<file path="src/rtl/eink_pwr_pkg.sv">
// eink_pwr_pkg: state encoding and small constant helpers shared by the
// e-ink PMIC power sequencer.
package eink_pwr_pkg;

  localparam int STATE_W = 4;

  localparam logic [STATE_W-1:0] PS_OFF       = 4'd0;
  localparam logic [STATE_W-1:0] PS_WAKE      = 4'd1;
  localparam logic [STATE_W-1:0] PS_CONFIG    = 4'd2;
  localparam logic [STATE_W-1:0] PS_RAIL_UP   = 4'd3;
  localparam logic [STATE_W-1:0] PS_VCOM_ON   = 4'd4;
  localparam logic [STATE_W-1:0] PS_READY     = 4'd5;
  localparam logic [STATE_W-1:0] PS_VCOM_OFF  = 4'd6;
  localparam logic [STATE_W-1:0] PS_RAIL_DOWN = 4'd7;
  localparam logic [STATE_W-1:0] PS_FAULT     = 4'd8;

  typedef enum logic [STATE_W-1:0] {
    ST_OFF       = PS_OFF,
    ST_WAKE      = PS_WAKE,
    ST_CONFIG    = PS_CONFIG,
    ST_RAIL_UP   = PS_RAIL_UP,
    ST_VCOM_ON   = PS_VCOM_ON,
    ST_READY     = PS_READY,
    ST_VCOM_OFF  = PS_VCOM_OFF,
    ST_RAIL_DOWN = PS_RAIL_DOWN,
    ST_FAULT     = PS_FAULT
  } pseq_state_e;

  function automatic int max4(input int a, input int b, input int c, input int d);
    int m;
    m = a;
    if (b > m) m = b;
    if (c > m) m = c;
    if (d > m) m = d;
    return m;
  endfunction

endpackage

</file>
<file path="src/rtl/sync_2ff.sv">
// sync_2ff: two-flop synchronizer for one asynchronous level, resets to 0.
module sync_2ff (
  input  logic clk,
  input  logic rst_n,
  input  logic d,
  output logic q
);

  logic meta_q, meta_d;
  logic sync_q, sync_d;

  // Next value of each synchronizer stage
  always_comb begin
    meta_d = d;
    sync_d = meta_q;
  end

  // Synchronizer stages
  always_ff @(posedge clk or negedge rst_n) begin
    if (!rst_n) begin
      meta_q <= 1'b0;
      sync_q <= 1'b0;
    end else begin
      meta_q <= meta_d;
      sync_q <= sync_d;
    end
  end

  assign q = sync_q;

endmodule

</file>
<file path="src/rtl/eink_power_sequencer.sv">
// eink_power_sequencer: TPS65185 wake/config/rail/VCOM sequencing with PWRGOOD
// supervision and sticky fault. Define EINK_PSEQ_RETRY_EN for one PGOOD-timeout retry.
module eink_power_sequencer
  import eink_pwr_pkg::*;
#(
  parameter int WAKE_DLY_CYC      = 50000,
  parameter int PGOOD_TIMEOUT_CYC = 5000000,
  parameter int VCOM_DLY_CYC      = 50000,
  parameter int OFF_DLY_CYC       = 500000
) (
  input  logic               clk,
  input  logic               rst_n,
  input  logic               pwr_req,
  output logic               cfg_start,
  input  logic               cfg_done,
  input  logic               cfg_err,
  input  logic               PWRGOOD,
  output logic               WAKEUP,
  output logic               PWRUP,
  output logic               PWRCOM,
  output logic               pwr_ready,
  output logic               fault,
  input  logic               fault_clr,
  output logic [STATE_W-1:0] state
);

  localparam int CNT_W = $clog2(max4(WAKE_DLY_CYC, PGOOD_TIMEOUT_CYC,
                                     VCOM_DLY_CYC, OFF_DLY_CYC)) + 1;
  localparam logic [CNT_W-1:0] CNT_ZERO = {CNT_W{1'b0}};
  localparam logic [CNT_W-1:0] CNT_ONE  = {{(CNT_W-1){1'b0}}, 1'b1};
  // Loading N-1 and leaving on zero keeps each timed state exactly N cycles
  localparam logic [CNT_W-1:0] WAKE_LD  = CNT_W'(WAKE_DLY_CYC - 1);
  localparam logic [CNT_W-1:0] PGOOD_LD = CNT_W'(PGOOD_TIMEOUT_CYC - 1);
  localparam logic [CNT_W-1:0] VCOM_LD  = CNT_W'(VCOM_DLY_CYC - 1);
  localparam logic [CNT_W-1:0] OFF_LD   = CNT_W'(OFF_DLY_CYC - 1);

  pseq_state_e      state_q, state_d;
  logic [CNT_W-1:0] cnt_q, cnt_d;
  logic             wakeup_q, wakeup_d;
  logic             pwrup_q, pwrup_d;
  logic             pwrcom_q, pwrcom_d;
  logic             ready_q, ready_d;
  logic             fault_q, fault_d;
  logic             cfg_start_q, cfg_start_d;
  logic             pg_s;
  logic             cnt_exp_s;
`ifdef EINK_PSEQ_RETRY_EN
  logic             retry_q, retry_d;
`endif

  sync_2ff u_pg_sync (
    .clk   (clk),
    .rst_n (rst_n),
    .d     (PWRGOOD),
    .q     (pg_s)
  );

  assign cnt_exp_s = (cnt_q == CNT_ZERO);

  // Next-state selection; supervision faults take priority over pwr_req loss
  always_comb begin
    state_d = state_q;
`ifdef EINK_PSEQ_RETRY_EN
    retry_d = retry_q;
`endif
    case (state_q)
      ST_OFF: begin
        if (pwr_req && !fault_q) state_d = ST_WAKE;
        else state_d = ST_OFF;
`ifdef EINK_PSEQ_RETRY_EN
        if (!pwr_req) retry_d = 1'b0;
        else retry_d = retry_q;
`endif
      end
      ST_WAKE: begin
        if (cnt_exp_s) state_d = ST_CONFIG;
        else state_d = ST_WAKE;
      end
      ST_CONFIG: begin
        if (cfg_err) state_d = ST_FAULT;
        else if (cfg_done) state_d = pwr_req ? ST_RAIL_UP : ST_OFF;
        else state_d = ST_CONFIG;
      end
      ST_RAIL_UP: begin
        if (cnt_exp_s && !pg_s) begin
`ifdef EINK_PSEQ_RETRY_EN
          if (retry_q) begin
            state_d = ST_FAULT;
          end else begin
            state_d = ST_RAIL_DOWN;
            retry_d = 1'b1;
          end
`else
          state_d = ST_FAULT;
`endif
        end else if (!pwr_req) state_d = ST_RAIL_DOWN;
        else if (pg_s) state_d = ST_VCOM_ON;
        else state_d = ST_RAIL_UP;
      end
      ST_VCOM_ON: begin
        if (!pg_s) state_d = ST_FAULT;
        else if (cnt_exp_s) begin
          state_d = ST_READY;
`ifdef EINK_PSEQ_RETRY_EN
          retry_d = 1'b0;
`endif
        end else state_d = ST_VCOM_ON;
      end
      ST_READY: begin
        if (!pg_s) state_d = ST_FAULT;
        else if (!pwr_req) state_d = ST_VCOM_OFF;
        else state_d = ST_READY;
      end
      ST_VCOM_OFF: begin
        if (!pg_s) state_d = ST_FAULT;
        else if (cnt_exp_s) state_d = ST_RAIL_DOWN;
        else state_d = ST_VCOM_OFF;
      end
      ST_RAIL_DOWN: begin
        if (cnt_exp_s) state_d = ST_OFF;
        else state_d = ST_RAIL_DOWN;
      end
      ST_FAULT: begin
        if (fault_clr && !pwr_req) state_d = ST_OFF;
        else state_d = ST_FAULT;
      end
      default: state_d = ST_FAULT;
    endcase
  end

  // Delay counter: reload on every state change, otherwise count down to zero
  always_comb begin
    if (state_d != state_q) begin
      case (state_d)
        ST_WAKE:                 cnt_d = WAKE_LD;
        ST_RAIL_UP:              cnt_d = PGOOD_LD;
        ST_VCOM_ON, ST_VCOM_OFF: cnt_d = VCOM_LD;
        ST_RAIL_DOWN:            cnt_d = OFF_LD;
        default:                 cnt_d = CNT_ZERO;
      endcase
    end else if (cnt_exp_s) begin
      cnt_d = cnt_q;
    end else begin
      cnt_d = cnt_q - CNT_ONE;
    end
  end

  // PMIC pins follow the state being entered, so they switch on the same edge
  always_comb begin
    wakeup_d    = 1'b0;
    pwrup_d     = 1'b0;
    pwrcom_d    = 1'b0;
    ready_d     = 1'b0;
    fault_d     = 1'b0;
    cfg_start_d = (state_q == ST_WAKE) && (state_d == ST_CONFIG);
    case (state_d)
      ST_WAKE, ST_CONFIG, ST_RAIL_DOWN: wakeup_d = 1'b1;
      ST_RAIL_UP, ST_VCOM_ON, ST_VCOM_OFF: begin
        wakeup_d = 1'b1;
        pwrup_d  = 1'b1;
      end
      ST_READY: begin
        wakeup_d = 1'b1;
        pwrup_d  = 1'b1;
        pwrcom_d = 1'b1;
        ready_d  = 1'b1;
      end
      ST_FAULT: fault_d = 1'b1;
      default:  fault_d = 1'b0;
    endcase
  end

  // Sequencer state, counter and registered outputs
  always_ff @(posedge clk or negedge rst_n) begin
    if (!rst_n) begin
      state_q     <= ST_OFF;
      cnt_q       <= CNT_ZERO;
      wakeup_q    <= 1'b0;
      pwrup_q     <= 1'b0;
      pwrcom_q    <= 1'b0;
      ready_q     <= 1'b0;
      fault_q     <= 1'b0;
      cfg_start_q <= 1'b0;
    end else begin
      state_q     <= state_d;
      cnt_q       <= cnt_d;
      wakeup_q    <= wakeup_d;
      pwrup_q     <= pwrup_d;
      pwrcom_q    <= pwrcom_d;
      ready_q     <= ready_d;
      fault_q     <= fault_d;
      cfg_start_q <= cfg_start_d;
    end
  end

`ifdef EINK_PSEQ_RETRY_EN
  // One-bit record that the current power-up attempt already retried
  always_ff @(posedge clk or negedge rst_n) begin
    if (!rst_n) retry_q <= 1'b0;
    else retry_q <= retry_d;
  end
`endif

  assign WAKEUP    = wakeup_q;
  assign PWRUP     = pwrup_q;
  assign PWRCOM    = pwrcom_q;
  assign pwr_ready = ready_q;
  assign fault     = fault_q;
  assign cfg_start = cfg_start_q;
  assign state     = state_q;

endmodule

</file>
<file path="config.mk">
export PLATFORM = sky130hd
export DESIGN_NAME = eink_power_sequencer
export DESIGN_NICKNAME = d
export VERILOG_FILES = /design/src/rtl/eink_pwr_pkg.sv /design/src/rtl/sync_2ff.sv /design/src/rtl/eink_power_sequencer.sv
export SDC_FILE = /design/constraint.sdc
export NUM_CORES = 1
export LEC_CHECK = 0
export BUFFER_PORTS_ARGS = -buffer_cell sky130_fd_sc_hd__buf_2
export CAP_MARGIN = 20
export CORE_AREA = 5 5 67 69
export CTS_BUF_LIST = sky130_fd_sc_hd__clkbuf_16
export DETAILED_ROUTE_END_ITERATION = 12
export DIE_AREA = 0 0 72 74
export PLACE_DENSITY = 0.77
export SYNTH_ARGS = -nofsm -noshare
export SYNTH_HDL_FRONTEND = slang
export SYNTH_SLANG_ARGS = --single-unit
</file>
<file path="constraint.sdc">
create_clock -name clk -period 7.25 [get_ports clk]
set_clock_uncertainty 0.2 [all_clocks]
set_input_delay 0.3625 -clock clk [delete_from_list [all_inputs] [get_ports clk]]
set_output_delay 0.3625 -clock clk [all_outputs]
set_load 0.1 [all_outputs]
</file>
Word level (Yosys, flattened, before mapping):

Index checks and enable logic that the tools add are counted.

* register bits: 35
* logic and storage cells: 64
* output and inout port bits: 10
* bits of input ports: 7

* add/subtract/negate cells: 1
* mux-type cells: 24
* reductions and logical operators: 12
* eq/ne operators: 18

Operators by type and width (count)
* case mux 23 bit (3 select lines): 1
* 2-to-1 mux 24 bit: 2
* case mux 4 bit (9 select lines): 1
* == test 4 x 3 -> 1 bit, second input constant: 8
* zero test 24 bit: 1
* 2-to-1 mux 4 bit: 6
* subtractor 24 x 1 -> 24 bit, second input constant: 1
* == test 4 x 2 -> 1 bit, second input constant: 4
* 2-to-1 mux 3 bit: 3
* == test 4 x 1 -> 1 bit, second input constant: 2
* == test 4 bit, second input constant: 2
* 2-to-1 mux 2 bit: 4
* 2-to-1 mux 1 bit: 7
* OR reduction 7 bit: 1
* logical AND 1 bit: 4
* zero test 4 bit: 1
* != test 4 bit: 1
* OR reduction 4 bit: 1
* zero test 1 bit: 3
* OR reduction 3 bit: 1
* != test 2 x 1 -> 1 bit, second input constant: 1

Longest topological paths before layout:

Gate-level depths: netlist (run 1).

* depth in word-level cells: 8
* depth in mapped cells: 11
* depth with buffers taken out: 10

Cells and area by module:

Synthesis (run 1) repeated with hierarchy kept, for this count alone.

* cell total of the unflattened synthesis: 227
* area total of the unflattened synthesis: 2169.6 um^2

By module, submodules not included
* eink_power_sequencer: seq. area each 825.8 um^2, cells an instance 225, instances 1, area an instance 2119.5 um^2
* sync_2ff: seq. area each 50.0 um^2, cells an instance 2, instances 1, area an instance 50.0 um^2

Least setup slack after synthesis (run 1):

No wires, ideal clock.

* path type: register to register
* start: register state_q[0] (netlist: state[0])
* end: register cnt_q[0]
* path buffers: 1
* cell stages (with the launch flop): 9
* data required time: 6.919 ns
* library setup time: 0.131 ns
* slack: 4.365 ns
* arrival: 2.554 ns
* clock period less this slack: 2.885 ns
* path through: dfrtp_1 > clkbuf_1 > and4bb_2 > nand2_1 > a22o_1 > and3_4 > or3_4 > o211ai_2 > o21ai_1

* cells in the longest elaborated chain, start to end: 6
* elaborated cells between the ends (all ways): 20
* classes of those cells: 15 x eq/ne; 3 x mux; 2 x reduce/logical

RTL lines
* start: declaration: line eink_power_sequencer.sv:37 `pseq_state_e state_q, state_d;`
* start signal: assignment: line eink_power_sequencer.sv:185 `state_q <= state_d;`
* == test 4 bit (tied with other cells): line eink_power_sequencer.sv:66 `case (state_q)`
* case mux 4 bit (9 select lines): line eink_power_sequencer.sv:66
* == test 4 x 3 -> 1 bit or == test 4 x 1 -> 1 bit (tied branches): line eink_power_sequencer.sv:134 `case (state_d)`
* OR reduction 3 bit (no source line)
* case mux 23 bit (3 select lines): line eink_power_sequencer.sv:134
* 2-to-1 mux 24 bit: line eink_power_sequencer.sv:133 `if (state_d != state_q) begin`
* end signal: assignment: line eink_power_sequencer.sv:186 `cnt_q <= cnt_d;`
* end: declaration: line eink_power_sequencer.sv:38 `logic [CNT_W-1:0] cnt_q, cnt_d;`

Several ways; a longest one is shown, not always the timed one.
A chain may end at the register's enable or synchronous reset.

Worst setup path after layout (run 1):

* start: register cnt_q[0]
* end: register cnt_q[13]

* cells in the longest elaborated chain, start to end: 8
* elaborated cells between the ends (all ways): 22
* classes of those cells: 1 x add/sub; 7 x eq/ne; 11 x mux; 3 x reduce/logical

RTL lines
* zero test 24 bit: line eink_power_sequencer.sv:58 `assign cnt_exp_s = (cnt_q == CNT_ZERO);`
* 2-to-1 mux 1 bit or logical AND 1 bit (tied branches): line eink_power_sequencer.sv:102, eink_power_sequencer.sv:116, eink_power_sequencer.sv:85
* 2-to-1 mux 4 bit (on tied branches): line eink_power_sequencer.sv:115, eink_power_sequencer.sv:85, eink_power_sequencer.sv:101
* case mux 4 bit (9 select lines): line eink_power_sequencer.sv:66
* == test 4 x 3 -> 1 bit or == test 4 x 1 -> 1 bit (tied branches): line eink_power_sequencer.sv:134
* OR reduction 3 bit (no source line)
* case mux 23 bit (3 select lines): line eink_power_sequencer.sv:134
* 2-to-1 mux 24 bit: line eink_power_sequencer.sv:133

Several ways; a longest one is shown, not always the timed one. The select of a mux whose other input is x is not followed.

==> flow_summary.json, run 1 <==
{
  "ys_seq_area_share_pct": 40.0,
  "cts_buffers": 5,
  "cts.sinks": 35,
  "gp_congestion": 0.909,
  "fin_area_mm2": 0.00244,
  "core_mm2": 0.00386,
  "initial_core_util_pct": 56.7,
  "synthesis.area_mm2": 0.00219,
  "die_h_um": 74,
  "finalSetupTns_ns": 0,
  "yosysWarnings": 0,
  "final_core_util_pct": 63.4,
  "holdCritStartpoint": "u_pg_sync.meta_q$_DFF_PN0_",
  "min_period_over_period_pct": 44.3,
  "grt_antenna_before_repair": 0,
  "fin_ws_ns": 4.04,
  "whs_path_depth": 0,
  "peakVddDrop_mv": 0.216,
  "dpl_worst_slack_ns": 4.15,
  "nFillCells": 333,
  "holdPathEnd": "u_pg_sync.q$_DFF_PN0_",
  "syn_nets": 245,
  "synthTopCellsByArea": "dfrtp_1, xnor2_1, nor2_1, nor3_1, xor2_1",
  "ys_seq_elements": 35,
  "port_buffers": 16,
  "drtIter0Drc": 176,
  "placed_cell_area_mm2": 0.00226,
  "overflow": 0,
  "diodes": 0,
  "grt_pass1_wl_mm": 8.42,
  "rr_worst_depth": 10,
  "ys_types": 57,
  "ant_nets": 0,
  "finish.net_count": 257,
  "synthTopCellsByCount": "dfrtp_1, nor2_1, xnor2_1",
  "synth.most_common_cell": "dfrtp_1",
  "grt_pass1_vias": 1749,
  "htreeDepth": 2,
  "worstPathRequired_ns": 7.26,
  "fmax_ghz": 0.311,
  "routed_wl_mm": 4.88,
  "clk_latency_ns": 0.28,
  "num_io_pins": 17,
  "syn_inst": 237,
  "grt_max_degree": 36,
  "syn_avg_cell_area_um2": 9.23,
  "crit_path_end_kind": "flop",
  "synth_ff_type": "dfrtp_1",
  "r2r_end": "cnt_q[13]$_DFFE_PN0P_",
  "r2r-start": "cnt_q[0]$_DFFE_PN0P_",
  "timing.hold.ws_ns": 0.146,
  "period_needed_ns": 3.21,
  "setup_viol": 0,
  "yosysTopAreaCellShare_pct": 40.0,
  "cp.arrival_ns": 3.22,
  "clkTransAtPathRegs_ns": 0.06,
  "worst_slew_pin_slew_ns": 0.877,
  "first_pass_iters": 4,
  "maxCapViolCount": 0,
  "wl_per_cell_um": 16.3,
  "dp_hpwl_mm": 3.47,
  "die_x_um": 72,
  "track_usage_pct": 20.4,
  "via_per_inst": 6.02,
  "maxSlewViolCount": 0,
  "drc": 0,
  "synth_area_leader_cell": "dfrtp_1",
  "clockBufferDepth": 2,
  "vias": 1805,
  "synthArstFlopShare_pct": 100,
  "power.leakage_nw": 1.05,
  "p_per_area_mw_per_mm2": 442,
  "syn2layout_area_growth_pct": 11.8,
  "root_buffer": "clkbuf_16",
  "hold_violations": 0,
  "cts_setup_buffers": 0,
  "slew_headroom_pct": 40.0,
  "hold_path.class": "reg -> reg",
  "drive_above_1_share_pct": 18.4,
  "status": "completed",
  "tritoncts": "done",
  "synth_edf_count": 0,
  "fp.dieArea_mm2": 0.00533,
  "rsz0062_at_grt": "false",
  "startpoint_type": "flop",
  "reg2reg_slack_ns": 4.04,
  "row_count": 23,
  "path_class": "reg -> reg",
  "critPathMaxFanout": 15
}
==> what timing repair did <==
action / in CTS / in global routing
hold endpoints to repair: 36 / 0
hold buffers: 2 / 0
gates resized for setup: 0 / 0
==> cell usage in the layout, fill, tap and decap left out, types with 6 or more instances in the layout <==
cell type  instances
a21oi_1            8
buf_2             16
dfrtp_1           35
inv_1              6
nand2_1           13
nand2b_1           6
nand3_1            8
nor2_1            22
nor3_1            12
nor4_1             7
o21ai_0            6
o21ai_1           10
or3_1              6
xnor2_1           16
xor2_1             6
==> logic make-up after synthesis <==
logic type      count (synthesis)  share of synthesized area [%]
mux                             1                          0.458
simple gates                  109                           30.0
compound gates                 49                           15.3
flops                          35                           40.0
xor+xnor                       22                           8.81
buf+inv                        20                           4.75
fa+ha+maj                       1                          0.572
==> worst max-delay path by stage <==
stage | from | end | cells after the start | slack (ns)
after floorplan | state[0]$_DFF_PN0_ | cnt_q[0]$_DFFE_PN0P_ | 8 | 4.36
final | cnt_q[0]$_DFFE_PN0P_ | cnt_q[13]$_DFFE_PN0P_ | 10 | 4.04
after global placement | cnt_q[0]$_DFFE_PN0P_ | cnt_q[2]$_DFFE_PN0P_ | 10 | 4.27
after global routing | cnt_q[0]$_DFFE_PN0P_ | cnt_q[8]$_DFFE_PN0P_ | 10 | 3.79
after CTS | cnt_q[0]$_DFFE_PN0P_ | cnt_q[8]$_DFFE_PN0P_ | 10 | 4.06
after detailed placement | cnt_q[0]$_DFFE_PN0P_ | cnt_q[2]$_DFFE_PN0P_ | 10 | 4.15
==> flip-flops by register name, indices dropped and copies added, names as in the netlist <==
signal,count
cfg_start,1
cnt_q,24
pwr_ready,1
u_pg_sync.meta_q,1
fault,1
WAKEUP,1
PWRUP,1
u_pg_sync.q,1
state,4
==> where the power goes <==
part | internal (W) | switching (W) | total (W)
sequential | 0.000247 | 0.0000649 | 0.000312
clock | 0.000162 | 0.0000826 | 0.000245
combinational | 0.000185 | 0.000339 | 0.000524
total | 0.000594 | 0.000486 | 0.00108
==> critical path, cell delays in order, from the launching register on <==
cell,delay [ns]
dfrtp_1,0.40
inv_1,0.07
ha_1,0.18
nor3b_2,0.32
nand4_1,0.42
o21ai_0,0.31
nand3_1,0.19
o221ai_2,0.46
buf_4,0.31
nand4_2,0.19
o21ai_2,0.09
==> metal layers <==
layer | vias up | GRT usage (%) | share of wire (%)
met4 | 0 | 7.31 | 2.1
li1 | 878 | - | -
met3 | 12 | 4.59 | 4.4
met1 | 872 | 27.3 | 47
met2 | 43 | 32.9 | 47
met5 | - | 0 | 0
==> stage by stage <==
step,instances,total power (W)
floorplan,237,0.000746
global placement,290,0.000821
detailed placement,290,0.000830
CTS,300,0.00108
global route,300,0.00114
finish,300,0.00108
==> area by class of cell <==
| type | instances | area [µm²] | share of cell area (%) |
|---|---|---|---|
| inverters | 6 | 22.5 | 0.921 |
| multi-input cells | 182 | 1210 | 49.4 |
| repair buffers | 19 | 108 | 4.40 |
| clock inverters | 3 | 43.8 | 1.79 |
| clock buffers | 5 | 125 | 5.12 |
| well taps | 50 | 62.6 | 2.56 |
| flip-flops and latches | 35 | 876 | 35.8 |
Note: power is estimated with default switching activity, not from simulation.
==> run 2, diff against run 1 <==
==> constraint.sdc (replaced) <==
create_clock -name clk -period 3.3 [get_ports clk]
set_clock_uncertainty 0.2 [all_clocks]
set_input_delay 0.165 -clock clk [delete_from_list [all_inputs] [get_ports clk]]
set_output_delay 0.165 -clock clk [all_outputs]
set_load 0.1 [all_outputs]
==> run 2 against run 1 <==
Compared with the run above: routed wire length decreased by 2.2%; count of clock-buffer cells in the layout unchanged; critical path depth decreased by 1; first-iteration DRC count increased by 5.7%; via count decreased by 0.78%; combinational power increased by 120%; core utilization increased by 0.065 points; die area unchanged; setup slack got worse by 3.6 ns; maximum frequency increased by 12%; largest power group unchanged.
==> flow_summary.json, run 2 (synthesis results as in run 1) <==
{
  "clockBufferDepth": 2,
  "hold_violations": 0,
  "peakVddDrop_mv": 0.469,
  "largest_reg_flops": 24,
  "slew_headroom_pct": 48.9,
  "power.leakage_nw": 1.06,
  "cts_setup_buffers": 0,
  "htreeDepth": 2,
  "drtIter0Drc": 186,
  "cts.sinks": 35,
  "maxSlewViolCount": 0,
  "vias": 1791,
  "grt_pass1_vias": 1736,
  "max_flop_register": "cnt_q",
  "gp_congestion": 0.845,
  "cp.arrival_ns": 2.85,
  "final_core_util_pct": 63.5,
  "rsz0062_at_grt": "false",
  "path_class": "reg -> reg",
  "status": "completed",
  "fp.dieArea_mm2": 0.00533,
  "wl_per_cell_um": 15.7,
  "root_buffer": "clkbuf_16",
  "ant_nets": 0,
  "startpoint_type": "flop",
  "period_needed_ns": 2.88,
  "first_pass_iters": 4,
  "maxCapViolCount": 0,
  "routed_wl_mm": 4.77,
  "syn2layout_area_growth_pct": 11.9,
  "via_per_inst": 5.89,
  "port_buffers": 16,
  "initial_core_util_pct": 56.7,
  "fmax_ghz": 0.347,
  "nFillCells": 334,
  "core_mm2": 0.00386,
  "p_per_area_mw_per_mm2": 934,
  "layout_commonest_cell": "dfrtp_1",
  "setup_viol": 0,
  "drive_above_1_share_pct": 19.3,
  "hold_path.class": "reg -> reg",
  "grt_pass1_wl_mm": 8.00,
  "critPathMaxFanout": 8,
  "grt_max_degree": 36,
  "diodes": 0,
  "worst_slew_pin_slew_ns": 0.767,
  "tritoncts": "done",
  "min_period_over_period_pct": 87.3,
  "crit_path_end_kind": "flop",
  "row_count": 23,
  "timing.hold.ws_ns": 0.148,
  "die_h_um": 74,
  "clkTransAtPathRegs_ns": 0.05,
  "track_usage_pct": 19.5,
  "die_x_um": 72,
  "overflow": 0,
  "num_io_pins": 17,
  "cts_buffers": 5,
  "finalSetupTns_ns": 0,
  "drc": 0,
  "grt_antenna_before_repair": 0,
  "clk_latency_ns": 0.28,
  "final_cell_mix": "dfrtp_1, nor2_1, xnor2_1, buf_2, nand2_1",
  "finish.net_count": 261,
  "worstPathRequired_ns": 3.27,
  "dp_hpwl_mm": 3.34
}
run 2: metal layers:
metal / GRT usage [%] / up-vias / wire length (µm)
li1: - / 882 / -
met1: 25.1 / 852 / 2170
met2: 31.3 / 45 / 2220
met3: 4.86 / 12 / 261
met4: 8.77 / 0 / 125
met5: 0 / - / 0
run 2: report_power, final:
part           internal (W)  total (W)  switching (W)
sequential         0.000543   0.000683       0.000140
clock              0.000275   0.000450       0.000175
combinational      0.000425    0.00115       0.000727
run 2: cell type report:
| type | count | area, µm² | share of cell area, % |
|---|---|---|---|
| repair buffers | 23 | 138 | 5.62 |
| inverters | 6 | 22.5 | 0.920 |
| multi-input cells | 182 | 1210 | 49.3 |
| flip-flops and latches | 35 | 876 | 35.8 |
| clock inverters | 3 | 16.3 | 0.665 |
| well taps | 50 | 62.6 | 2.56 |
| clock buffers | 5 | 125 | 5.11 |
run 2: worst max-delay path, cell delays in order (launching register included):
cell	delay, ns
dfrtp_1	0.41
inv_1	0.08
ha_1	0.18
nor3b_2	0.32
nand2_1	0.19
or3_1	0.55
o211ai_2	0.26
and2_1	0.31
xnor2_1	0.13
o2bb2ai_2	0.14
run 2: worst paths after layout:
kind | from | slack (ns) | end | cells past startpoint
max in group asynchronous | rst_n | 2.12 | cnt_q[17]$_DFFE_PN0P_ | 2
min in group asynchronous | rst_n | 0.29 | state[3]$_DFF_PN0_ | 2
worst max-delay path | cnt_q[0]$_DFFE_PN0P_ | 0.42 | cnt_q[15]$_DFFE_PN0P_ | 9
worst max register to register | cnt_q[0]$_DFFE_PN0P_ | 0.42 | cnt_q[15]$_DFFE_PN0P_ | 9
worst min-delay path | u_pg_sync.meta_q$_DFF_PN0_ | 0.15 | u_pg_sync.q$_DFF_PN0_ | 0
worst min register to register | u_pg_sync.meta_q$_DFF_PN0_ | 0.15 | u_pg_sync.q$_DFF_PN0_ | 0
run 2: metrics by stage:
step                      setup WS (ns)  instances  power, W  cell area, µm²
after floorplan                   0.415        237   0.00164            2190
after global placement            0.519        294   0.00182            2290
after detailed placement          0.465        294   0.00183            2290
after CTS                         0.442        304   0.00229            2450
after global routing              0.203        304   0.00243            2450
final                             0.421        304   0.00228            2450
run 2: timing repair:
action / 4_1_cts / 5_1_grt
endpoints found under the hold margin: 36 / 0
gates resized for setup: 0 / 0
hold buffers: 2 / 0
